### config.mk
export PLATFORM = sky130hd
export DESIGN_NAME = ram_scan_arbiter
export DESIGN_NICKNAME = d
export VERILOG_FILES = /design/src/rtl/ram_scan_arbiter.sv
export SDC_FILE = /design/constraint.sdc
export NUM_CORES = 1
export LEC_CHECK = 0
export BUFFER_PORTS_ARGS = -buffer_cell sky130_fd_sc_hd__buf_2
export CORE_MARGIN = 2
export CORE_UTILIZATION = 24
export DETAILED_ROUTE_END_ITERATION = 8
export REMOVE_ABC_BUFFERS = 1
export SKIP_CTS_REPAIR_TIMING = 1
export SLEW_MARGIN = 10
export SYNTH_ARGS = -nofsm -noshare
export SYNTH_HDL_FRONTEND = slang
export SYNTH_SLANG_ARGS = --single-unit
### constraint.sdc
create_clock -name clk -period 2.7 [get_ports clk]
set_input_delay 0.27 -clock clk [delete_from_list [all_inputs] [get_ports clk]]
set_output_delay 0.27 -clock clk [all_outputs]
set_load 0.005 [all_outputs]
### src/rtl/ram_scan_arbiter.sv
// ram_scan_arbiter
//   Shares one single-port RAM (registered read, one-cycle latency) between a
//   user read/write port and a periodic auto-scan reader that walks every
//   address. One RAM access per cycle; contention is resolved round robin so a
//   continuously requesting side never waits more than one cycle.
//   A registered owner tag follows each access so the RAM output in the next
//   cycle is routed to the right consumer.
module ram_scan_arbiter #(
  parameter int ADDR_W   = 5,
  parameter int DATA_W   = 3,
  parameter int SCAN_DIV = 50_000_000
) (
  input  logic              clk,
  input  logic              reset_n,
  input  logic              usr_req,
  input  logic              usr_we,
  input  logic [ADDR_W-1:0] usr_addr,
  input  logic [DATA_W-1:0] usr_wdata,
  output logic              usr_gnt,
  output logic              usr_rvalid,
  output logic [DATA_W-1:0] usr_rdata,
  input  logic              scan_en,
  output logic [ADDR_W-1:0] scan_addr,
  output logic [DATA_W-1:0] scan_data,
  output logic              scan_valid,
  output logic              scan_ovf,
  output logic [ADDR_W-1:0] ram_addr,
  output logic [DATA_W-1:0] ram_wdata,
  output logic              ram_wren,
  input  logic [DATA_W-1:0] ram_q
);

  // A divide-by-1 still needs a one-bit counter so the compare stays legal.
  localparam int CNT_W = (SCAN_DIV > 1) ? $clog2(SCAN_DIV) : 1;
  localparam logic [CNT_W-1:0] DIV_LAST = CNT_W'(SCAN_DIV - 1);

  typedef enum logic [1:0] {
    OWN_IDLE = 2'd0,
    OWN_USR  = 2'd1,
    OWN_SCAN = 2'd2
  } owner_t;

  owner_t            owner_q;
  owner_t            owner_d;
  logic              last_scan;
  logic              usr_rd_tag;
  logic [ADDR_W-1:0] scan_addr_tag;
  logic [CNT_W-1:0]  div_cnt;
  logic [ADDR_W-1:0] scan_ptr;
  logic              scan_pend;
  logic              scan_gnt;
  logic              tick;

  assign tick = scan_en && (div_cnt == DIV_LAST);

  // Arbitration decision for this cycle and the RAM controls it implies.
  always_comb begin
    owner_d = OWN_IDLE;
    if (usr_req && scan_pend) begin
      owner_d = last_scan ? OWN_USR : OWN_SCAN;
    end else if (usr_req) begin
      owner_d = OWN_USR;
    end else if (scan_pend) begin
      owner_d = OWN_SCAN;
    end
  end

  assign usr_gnt   = (owner_d == OWN_USR);
  assign scan_gnt  = (owner_d == OWN_SCAN);
  assign ram_addr  = usr_gnt ? usr_addr : scan_ptr;
  assign ram_wdata = usr_wdata;
  assign ram_wren  = usr_gnt & usr_we;

  // Owner register plus the tags that say what the next ram_q belongs to.
  always_ff @(posedge clk or negedge reset_n) begin
    if (!reset_n) begin
      owner_q       <= OWN_IDLE;
      last_scan     <= 1'b1;
      usr_rd_tag    <= 1'b0;
      scan_addr_tag <= '0;
    end else begin
      owner_q    <= owner_d;
      usr_rd_tag <= usr_gnt & ~usr_we;
      if (usr_gnt) begin
        last_scan <= 1'b0;
      end else if (scan_gnt) begin
        last_scan     <= 1'b1;
        scan_addr_tag <= scan_ptr;
      end
    end
  end

  // Scan tick divider, pending flag, overflow flag and scan pointer.
  always_ff @(posedge clk or negedge reset_n) begin
    if (!reset_n) begin
      div_cnt   <= '0;
      scan_pend <= 1'b0;
      scan_ovf  <= 1'b0;
      scan_ptr  <= '0;
    end else begin
      if (!scan_en) begin
        div_cnt   <= '0;
        scan_pend <= 1'b0;
      end else begin
        div_cnt <= tick ? '0 : div_cnt + CNT_W'(1);
        if (tick) begin
          scan_pend <= 1'b1;
          if (scan_pend && !scan_gnt) begin
            scan_ovf <= 1'b1;
          end
        end else if (scan_gnt) begin
          scan_pend <= 1'b0;
        end
      end
      if (scan_gnt) begin
        scan_ptr <= scan_ptr + ADDR_W'(1);
      end
    end
  end

  // Route the RAM output to whichever side owned the previous cycle.
  always_ff @(posedge clk or negedge reset_n) begin
    if (!reset_n) begin
      usr_rvalid <= 1'b0;
      usr_rdata  <= '0;
      scan_valid <= 1'b0;
      scan_addr  <= '0;
      scan_data  <= '0;
    end else begin
      usr_rvalid <= (owner_q == OWN_USR) && usr_rd_tag;
      scan_valid <= (owner_q == OWN_SCAN);
      if ((owner_q == OWN_USR) && usr_rd_tag) begin
        usr_rdata <= ram_q;
      end
      if (owner_q == OWN_SCAN) begin
        scan_addr <= scan_addr_tag;
        scan_data <= ram_q;
      end
    end
  end

endmodule
# Word level (Yosys, flattened, before mapping)
# Cells that the tools add are included.
[op_classes]
n_addsub = 2
n_eq_ne = 6
mux = 12
bitwise_logic = 4
reduce_logical = 8
[op_table]
columns = ["op", "count"]
rows = [
  ["2-to-1 mux 26 bit", 2],
  ["adder 26 x 1 -> 26 bit, second input constant", 1],
  ["equality test 26 bit, second input constant", 1],
  ["2-to-1 mux 2 bit", 4],
  ["adder 5 x 1 -> 5 bit, second input constant", 1],
  ["2-to-1 mux 1 bit", 5],
  ["2-to-1 mux 5 bit", 1],
  ["equality test 2 x 1 -> 1 bit, second input constant", 2],
  ["equality test 2 bit, second input constant", 2],
  ["logical AND 1 bit", 4],
  ["!= test 3 x 1 -> 1 bit, second input constant", 1],
  ["AND reduction 3 bit", 1],
  ["bitwise AND 1 bit", 2],
  ["NOT 1 bit", 2],
  ["AND reduction 2 bit", 1],
  ["nonzero test 2 bit", 1],
  ["zero test 1 bit", 1],
]
[word_totals]
register_bits = 55
in_bits = 16
out_inout_bits = 24

# Logic depth before layout (Yosys ltp)
# Gate-level depths: netlist (run 1).
[depth]
word_depth = 7
depth_mapped = 7
ltp_nobuf = 6

# Least setup slack after synthesis (run 1)
# OpenSTA, ideal clock, no wires.
[synth_path]
path_type = "reg-to-output"
startpoint = "reg last_scan"
endpoint = "out ram_addr[0]"
t_arrival_ps = 1634
path_slack_ps = 796
path_stages_with_launch = 6
n_path_buf = 1
cell_sequence = "dfstp_2 inv_1 a21boi_0 ha_1 clkbuf_1 mux2_2"
[synth_via]
elab_chain_len = 4
[synth_lines]
columns = ["element", "line", "text"]
rows = [
  ["start, declared", "45", "logic last_scan;"],
  ["start signal, assigned", "78", "last_scan <= 1'b1;"],
  ["start signal, assigned", "85", "last_scan <= 1'b0;"],
  ["start signal, assigned", "87", "last_scan <= 1'b1;"],
  ["2-to-1 mux 2 bit", "60", "owner_d = last_scan ? OWN_USR : OWN_SCAN;"],
  ["2-to-1 mux 2 bit", "59", "if (usr_req && scan_pend) begin"],
  ["net owner_d[0]", "44", "owner_t owner_d;"],
  ["equality test 2 x 1 -> 1 bit", "68", "assign usr_gnt = (owner_d == OWN_USR);"],
  ["net usr_gnt", "19", "output logic usr_gnt,"],
  ["2-to-1 mux 5 bit", "70", "assign ram_addr = usr_gnt ? usr_addr : scan_ptr;"],
  ["end, declared", "27", "output logic [ADDR_W-1:0] ram_addr,"],
]
# The timed path passes the listed nets, and every way through them passes these cells.

# Worst setup path in the final report (run 1)
[layout_path]
startpoint = "reg last_scan"
endpoint = "out ram_addr[3]"
[layout_via]
elab_chain_len = 4
[layout_lines]
columns = ["element", "line"]
rows = [
  ["2-to-1 mux 2 bit", "60"],
  ["2-to-1 mux 2 bit", "59"],
  ["net owner_d[0]", "44"],
  ["equality test 2 x 1 -> 1 bit", "68"],
  ["2-to-1 mux 5 bit", "70"],
]
# The timed path passes the listed nets, and every way through them passes these cells.

==> results.sh, run 1 <==
export IMPL_root_buffer="clkbuf_8"
export IMPL_antenna_found_initial=0
export IMPL_fin_crit_ns=2.48
export IMPL_cp_arrival_ns=2.21
export IMPL_drv_slew=0
export IMPL_dr_pass1_iters=4
export IMPL_synth_fa_ha_area_frac=0.0245
export IMPL_start_util=0.247
export IMPL_finalSetupViolCount=0
export IMPL_crit_path_start_kind="flip-flop"
export IMPL_diodes=0
export IMPL_area_growth_pct=15.6
export IMPL_slew_headroom=0.586
export IMPL_die_h_microns=107
export IMPL_grt_pass1_wl_microns=8250
export IMPL_overflow=0
export IMPL_post_route_period_util=0.917
export IMPL_ys_ff_latch=55
export IMPL_first_iter_violations=90
export IMPL_crit_path_end_kind="output port"
export IMPL_worstMarginPinSlew_ns=0.622
export IMPL_cp_slowest_cell="dfstp_2"
export IMPL_yosysWarnings=0
export IMPL_core_area_sq_um=10300
export IMPL_synth_xor_area_frac=0.0515
export IMPL_fin_nets=280
export IMPL_ys_async_sr_fraction=1.00
export IMPL_fmax_ghz=0.404
export IMPL_final_hold_violation_count=0
export IMPL_vias=1817
export IMPL_irDropWorstVdd_mv=0.215
export IMPL_cts_tree="built"
export IMPL_cts_buffers=5
export IMPL_drt_total_wl_microns=4940
export IMPL_synth_ff_type="dfrtp_1"
export IMPL_path_clk_slew_ns=0.11
export IMPL_layout_commonest_cell="dfrtp_1"
export IMPL_powerDensity_nw_per_um2=477
export IMPL_leakagePower_nw=1.32
export IMPL_worstSetupPathType="reg -> out"
export IMPL_synthMuxAreaShare=0.101
export IMPL_skew_ns=0.0128
export IMPL_cts_sinks=55
export IMPL_gp_congestion=0.770
export IMPL_yosysSeqAreaShare=0.540
export IMPL_hp_class="in -> reg"
export IMPL_wl_per_cell_microns=12.5
export IMPL_synth_top_family_by_area="simple AND/OR/NAND/NOR gates"
export IMPL_syn_area_per_cell_sq_um=11.3
export IMPL_grtUsageTotal=0.0898
export IMPL_synth_cells=226
export IMPL_dp_hpwl_microns=3600
export IMPL_grt_pass1_vias=1750
export IMPL_ys_types=34
export IMPL_via_per_inst=4.59
export IMPL_rows=37
export IMPL_fillers=1084
export IMPL_cp_cell_sequence="inv_1, a21boi_0, ha_1, mux2_2, buf_2"
export IMPL_clk_insertion_delay_late_ns=0.31
export IMPL_die_area_sq_um=11500
export IMPL_cts_path_max_buffers=2
export IMPL_io_pins=40
export IMPL_cp_max_fo=9
export IMPL_synth_edf_count=0
export IMPL_dieWidth_microns=107
export IMPL_cap_violations=0
export IMPL_critical_path_max_stage_delay_ns=0.54
export IMPL_synth_compound_area_frac=0.0716
export IMPL_rsz0062_at_grt="false"
export IMPL_synthSimpleGateAreaFrac=0.176
export IMPL_cts_max_level=2
export IMPL_drtAntennaViolNets=0
export IMPL_finalPower_mw=1.41
export IMPL_critPathRequiredTime_ns=2.43
export IMPL_drive_gt1_frac=0.269
export IMPL_syn_area_sq_um=2550
export IMPL_timing_setup_tns_ns=0
export IMPL_grt_max_degree=30
export IMPL_io_buffers=33
export IMPL_mostFrequentLayoutCells="54 x dfrtp_1, 33 x buf_2, 22 x mux2_2"
export IMPL_drc=0
export IMPL_outcome="finished, final reports clean"
export IMPL_r2r_slack_ns=0.69
## power by group
part	internal (mW)	switching (mW)	leakage (nW)
clock network	0.186	0.274	0.0485
logic	0.0431	0.0473	0.533
registers	0.844	0.0121	0.743
total	1.07	0.334	1.32
## path summary, 6_finish.rpt
path | end | start | depth (start not counted)
setup / recovery | ram_addr[3] | last_scan$_DFFE_PN1P_ | 5
hold / removal | usr_rd_tag$_DFF_PN0_ | usr_we | 2
setup reg to reg | div_cnt[21]$_DFF_PN0_ | div_cnt[4]$_DFF_PN0_ | 5
hold reg to reg | usr_rdata[2]$_DFFE_PN0P_ | usr_rdata[2]$_DFFE_PN0P_ | 1
max in group asynchronous | div_cnt[12]$_DFF_PN0_ | reset_n | 3
min in group asynchronous | scan_addr[4]$_DFFE_PN0P_ | reset_n | 2
## metrics by stage
step | cells | setup WS [ns] | util | hold WS (ns) | area (sq um)
after global routing | 396 | 0.0813 | 0.286 | 0.112 | 2950
after detailed placement | 387 | 0.552 | 0.276 | 0.326 | 2850
after global placement | 387 | 0.680 | 0.276 | 0.324 | 2850
after CTS | 395 | 0.192 | 0.285 | -0.0207 | 2940
final | 396 | 0.224 | 0.286 | 0.120 | 2950
after floorplan | 215 | 0.639 | - | -0.0256 | 2490
## worst max-delay path: cells and delay by family, from the launching register on
| kind | cells | cell delay (ns) |
|---|---|---|
| fa+ha+maj | 1 | 0.47 |
| flops | 1 | 0.54 |
| buf+inv | 2 | 0.17 |
| mux | 1 | 0.38 |
| compound gates | 1 | 0.33 |
## layer usage
metal,GRT usage,vias to the layer above,share of wire
met5,0,-,0
met4,0.0250,0,0.0097
met3,0.0249,6,0.049
met2,0.155,37,0.46
met1,0.109,900,0.48
li1,-,874,-
## state kept, by name, summed over array words and instances, names as in the netlist
name	cells
scan_pend	1
div_cnt	26
last_scan	1
scan_valid	1
usr_rvalid	1
scan_addr	5
usr_rdata	3
scan_addr_tag	5
scan_ovf	1
usr_rd_tag	1
scan_ptr	5
owner_q	2
scan_data	3
## cells by family (layout without fill, tap and decap cells)
family                   Yosys count  count (layout)
AND/OR/NAND/NOR                   78              78
multiplexers                      23              23
XOR/XNOR                          15              15
buffers and inverters             19              53
flip-flops                        55              55
adder cells (fa/ha/maj)            5               5
AO/OA/AOI/OAI                     31              31
## cell type report
class                      instances  area, sq um  share of cell area
clock inverter                     3         22.5             0.00763
multi-input combinational        152         1080               0.367
timing repair buffer              37          198              0.0670
clock buffer                       5         68.8              0.0233
sequential                        55         1380               0.467
tap                              136          170              0.0577
inverter                           8         30.0              0.0102
## cells in the mapped netlist (4+ instances only)
master / count / area, sq um
dfrtp_1: 54 / 1350
mux2_2: 22 / 248
a21oi_1: 14 / 70.1
nor2_1: 14 / 52.6
nand2_1: 12 / 45.0
nand3_1: 10 / 50.1
nand4_1: 9 / 56.3
inv_1: 8 / 30.0
o21ai_0: 8 / 40.0
or3_1: 8 / 50.1
xnor2_1: 8 / 70.1
xor2_1: 7 / 61.3
o31ai_1: 6 / 45.0
or4_1: 6 / 45.0
ha_1: 5 / 62.6
and3_1: 4 / 25.0
buf_2: 4 / 20.0
buf_4: 4 / 30.0
(Power assumes the default switching activity.)
==> run 2: changes to the inputs <==
--- a/config.mk
+++ b/config.mk
@@ -5,13 +5,17 @@
 export SDC_FILE = /design/constraint.sdc
 export NUM_CORES = 1
 export LEC_CHECK = 0
+export ABC_AREA = 1
 export BUFFER_PORTS_ARGS = -buffer_cell sky130_fd_sc_hd__buf_2
+export CELL_PAD_IN_SITES_DETAIL_PLACEMENT = 1
+export CELL_PAD_IN_SITES_GLOBAL_PLACEMENT = 2
 export CORE_MARGIN = 2
 export CORE_UTILIZATION = 24
 export DETAILED_ROUTE_END_ITERATION = 8
+export PLACE_DENSITY_LB_ADDON = 0.1
 export REMOVE_ABC_BUFFERS = 1
 export SKIP_CTS_REPAIR_TIMING = 1
-export SLEW_MARGIN = 10
+export SLEW_MARGIN = 25
 export SYNTH_ARGS = -nofsm -noshare
 export SYNTH_HDL_FRONTEND = slang
 export SYNTH_SLANG_ARGS = --single-unit
==> run 2 against run 1 <==
Against the previous run: final cell count is 29% higher; combinational power hardly changed; sequential share of layout area is 4.7 points lower; critical endpoint is now ram_addr[2]; critical path type unchanged; highest routed layer unchanged; total power is 15% higher; non-clock buffer count is 1 lower; sequential power is 1% lower; worst hold slack better by 0.0023 ns; final area is 11% higher; clock power is 47% higher.
==> results.sh, run 2 <==
export IMPL_diodes=0
export IMPL_drc=0
export IMPL_ys_types=25
export IMPL_cp_arrival_ns=1.86
export IMPL_critPathTopFamily="flip-flops"
export IMPL_critical_path_max_stage_delay_ns=0.53
export IMPL_gp_congestion=0.746
export IMPL_path_clk_slew_ns=0.08
export IMPL_synth_most_common_cell="nand2_1"
export IMPL_drt_total_wl_microns=7100
export IMPL_overflow=0
export IMPL_cp_slowest_cell="dfstp_2"
export IMPL_drtAntennaViolNets=0
export IMPL_cts_sinks=55
export IMPL_io_buffers=33
export IMPL_yosysWarnings=0
export IMPL_outcome="finished, final reports clean"
export IMPL_dp_hpwl_microns=5440
export IMPL_via_per_inst=4.21
export IMPL_synth_ff_type="dfrtp_1"
export IMPL_cts_max_level=2
export IMPL_rsz0062_at_grt="false"
export IMPL_layout_commonest_cell="nand2_1"
export IMPL_start_util=0.246
export IMPL_vias=2153
export IMPL_die_area_sq_um=12600
export IMPL_crit_path_end_kind="output port"
export IMPL_synth_common_cells="74 x nand2_1, 54 x dfrtp_1, 40 x inv_1, 38 x nor2_1, 23 x o21ai_0"
export IMPL_post_route_period_util=0.789
export IMPL_drive_gt1_frac=0.217
export IMPL_cts_path_max_buffers=2
export IMPL_hp_class="in -> reg"
export IMPL_io_pins=40
export IMPL_first_iter_violations=43
export IMPL_wl_per_cell_microns=13.9
export IMPL_mostFrequentLayoutCells="74 x nand2_1, 54 x dfrtp_1, 40 x inv_1"
export IMPL_dr_pass1_iters=4
export IMPL_worstMarginPinSlew_ns=0.530
export IMPL_syn_area_sq_um=2810
export IMPL_powerDensity_nw_per_um2=492
export IMPL_antenna_found_initial=0
export IMPL_ys_ff_latch=55
export IMPL_cap_violations=0
export IMPL_top_register="div_cnt"
export IMPL_clk_insertion_delay_late_ns=0.30
export IMPL_dieWidth_microns=112
export IMPL_slew_headroom=0.647
export IMPL_synth_top_area_cell="dfrtp_1"
export IMPL_root_buffer="clkbuf_16"
export IMPL_cp_max_fo=12
export IMPL_fin_nets=389
export IMPL_worstSetupPathType="reg -> out"
export IMPL_timing_setup_tns_ns=0
export IMPL_crit_path_start_kind="flip-flop"
export IMPL_syn_area_per_cell_sq_um=8.45
export IMPL_ys_top_cells_by_area="dfrtp_1 48%, nand2_1 9.9%, inv_1 5.3%"
export IMPL_finalSetupViolCount=0
export IMPL_area_growth_pct=16.5
export IMPL_grt_pass1_wl_microns=12200
export IMPL_drv_slew=0
export IMPL_fin_crit_ns=2.13
export IMPL_largest_reg_flops=26
export IMPL_grt_pass1_vias=2344
export IMPL_leakagePower_nw=1.54
export IMPL_netlist_area_leader_share=0.480
export IMPL_fillers=1391
export IMPL_skew_ns=0.00595
export IMPL_grtUsageTotal=0.124
export IMPL_synth_edf_count=0
export IMPL_core_area_sq_um=11400
export IMPL_final_hold_violation_count=0
export IMPL_irDropWorstVdd_mv=0.192
export IMPL_die_h_microns=112
export IMPL_cp_cell_sequence="inv_1, o21ai_0, ha_1, inv_1, nand2_1, nand2_1, buf_2"
export IMPL_cts_tree="built"
export IMPL_yosysSeqAreaShare=0.490
export IMPL_critPathBufInv=3
export IMPL_hold_slack_ns=0.123
export IMPL_finalPower_mw=1.61
export IMPL_ys_async_sr_fraction=1.00
export IMPL_synth_cells=333
export IMPL_fmax_ghz=0.469
export IMPL_critPathRequiredTime_ns=2.43
export IMPL_cts_buffers=5
export IMPL_rows=39
export IMPL_grt_max_degree=26
[run 2: cell count changes in the layout (fill, tap and decap cells not counted), sizes merged, moves of 8 or more]
cell / previous run / this run
o21ai: 8 / 23
mux2: 22 / 0
nand2: 12 / 84
nand4: 10 / 1
or3: 8 / 0
nand3: 10 / 22
nor2: 14 / 63
inv: 9 / 41
[run 2: layout make-up]
cell class,count,area (sq um),share of cell area
Multi-Input combinational cell,229,1230,0.376
Sequential cell,55,1380,0.420
Tap cell,143,179,0.0546
Clock buffer,6,129,0.0393
Clock inverter,2,16.3,0.00496
Inverter,41,154,0.0469
Timing Repair Buffer,36,190,0.0580
[run 2: layer usage]
layer / global-route usage / vias up / part of all wire / wire (microns)
met5: 0 / - / 0 / 0
met2: 0.199 / 32 / 0.47 / 3310
met4: 0.0577 / 0 / 0.028 / 199
li1: - / 1086 / - / -
met3: 0.0270 / 17 / 0.031 / 220
met1: 0.161 / 1018 / 0.47 / 3370
[run 2: power by group]
part	switching [mW]	leakage [nW]	internal, mW
combinational	0.0566	0.771	0.0337
sequential	0.00867	0.701	0.838
clock	0.327	0.0675	0.349
[run 2: kinds of logic after synthesis]
| logic type | count (synthesis) | synth area share |
|---|---|---|
| DFF | 55 | 0.490 |
| buffers and inverters | 49 | 0.0721 |
| xor gates and xnor gates | 19 | 0.0592 |
| AOI/OAI and AO/OA | 31 | 0.0574 |
| adders and majority gates | 5 | 0.0222 |
| and+or+nand+nor | 174 | 0.299 |
[run 2: through the flow]
| stage | util | cell area, sq um | cells | worst slack [ns] |
|---|---|---|---|---|
| floorplan | - | 2760 | 325 | 1.12 |
| global placement | 0.274 | 3120 | 503 | 0.915 |
| detailed placement | 0.274 | 3120 | 503 | 0.862 |
| CTS | 0.286 | 3270 | 511 | 0.517 |
| global route | 0.287 | 3280 | 512 | 0.392 |
| finish | 0.287 | 3280 | 512 | 0.570 |
[run 2: worst reg2reg max path, cell delays in order (launching register included)]
cell	delay [ns]
dfstp_2	0.53
inv_1	0.04
o21ai_0	0.22
inv_1	0.09
ha_1	0.37
nand2_1	0.17
nor3_1	0.06
xor2_1	0.13
[run 2: final timing paths]
check | from | endpoint | slack (ns) | cells past startpoint
worst min register to register | owner_q[0]$_DFF_PN0_ | scan_valid$_DFF_PN0_ | 0.46 | 1
max in group asynchronous | reset_n | last_scan$_DFFE_PN1P_ | 1.64 | 3
min in group asynchronous | reset_n | div_cnt[10]$_DFF_PN0_ | 0.38 | 2
worst max register to register | last_scan$_DFFE_PN1P_ | scan_ptr[3]$_DFFE_PN0P_ | 0.97 | 7
worst min-delay path | usr_we | usr_rd_tag$_DFF_PN0_ | 0.12 | 2
worst max-delay path | last_scan$_DFFE_PN1P_ | ram_addr[2] | 0.57 | 7
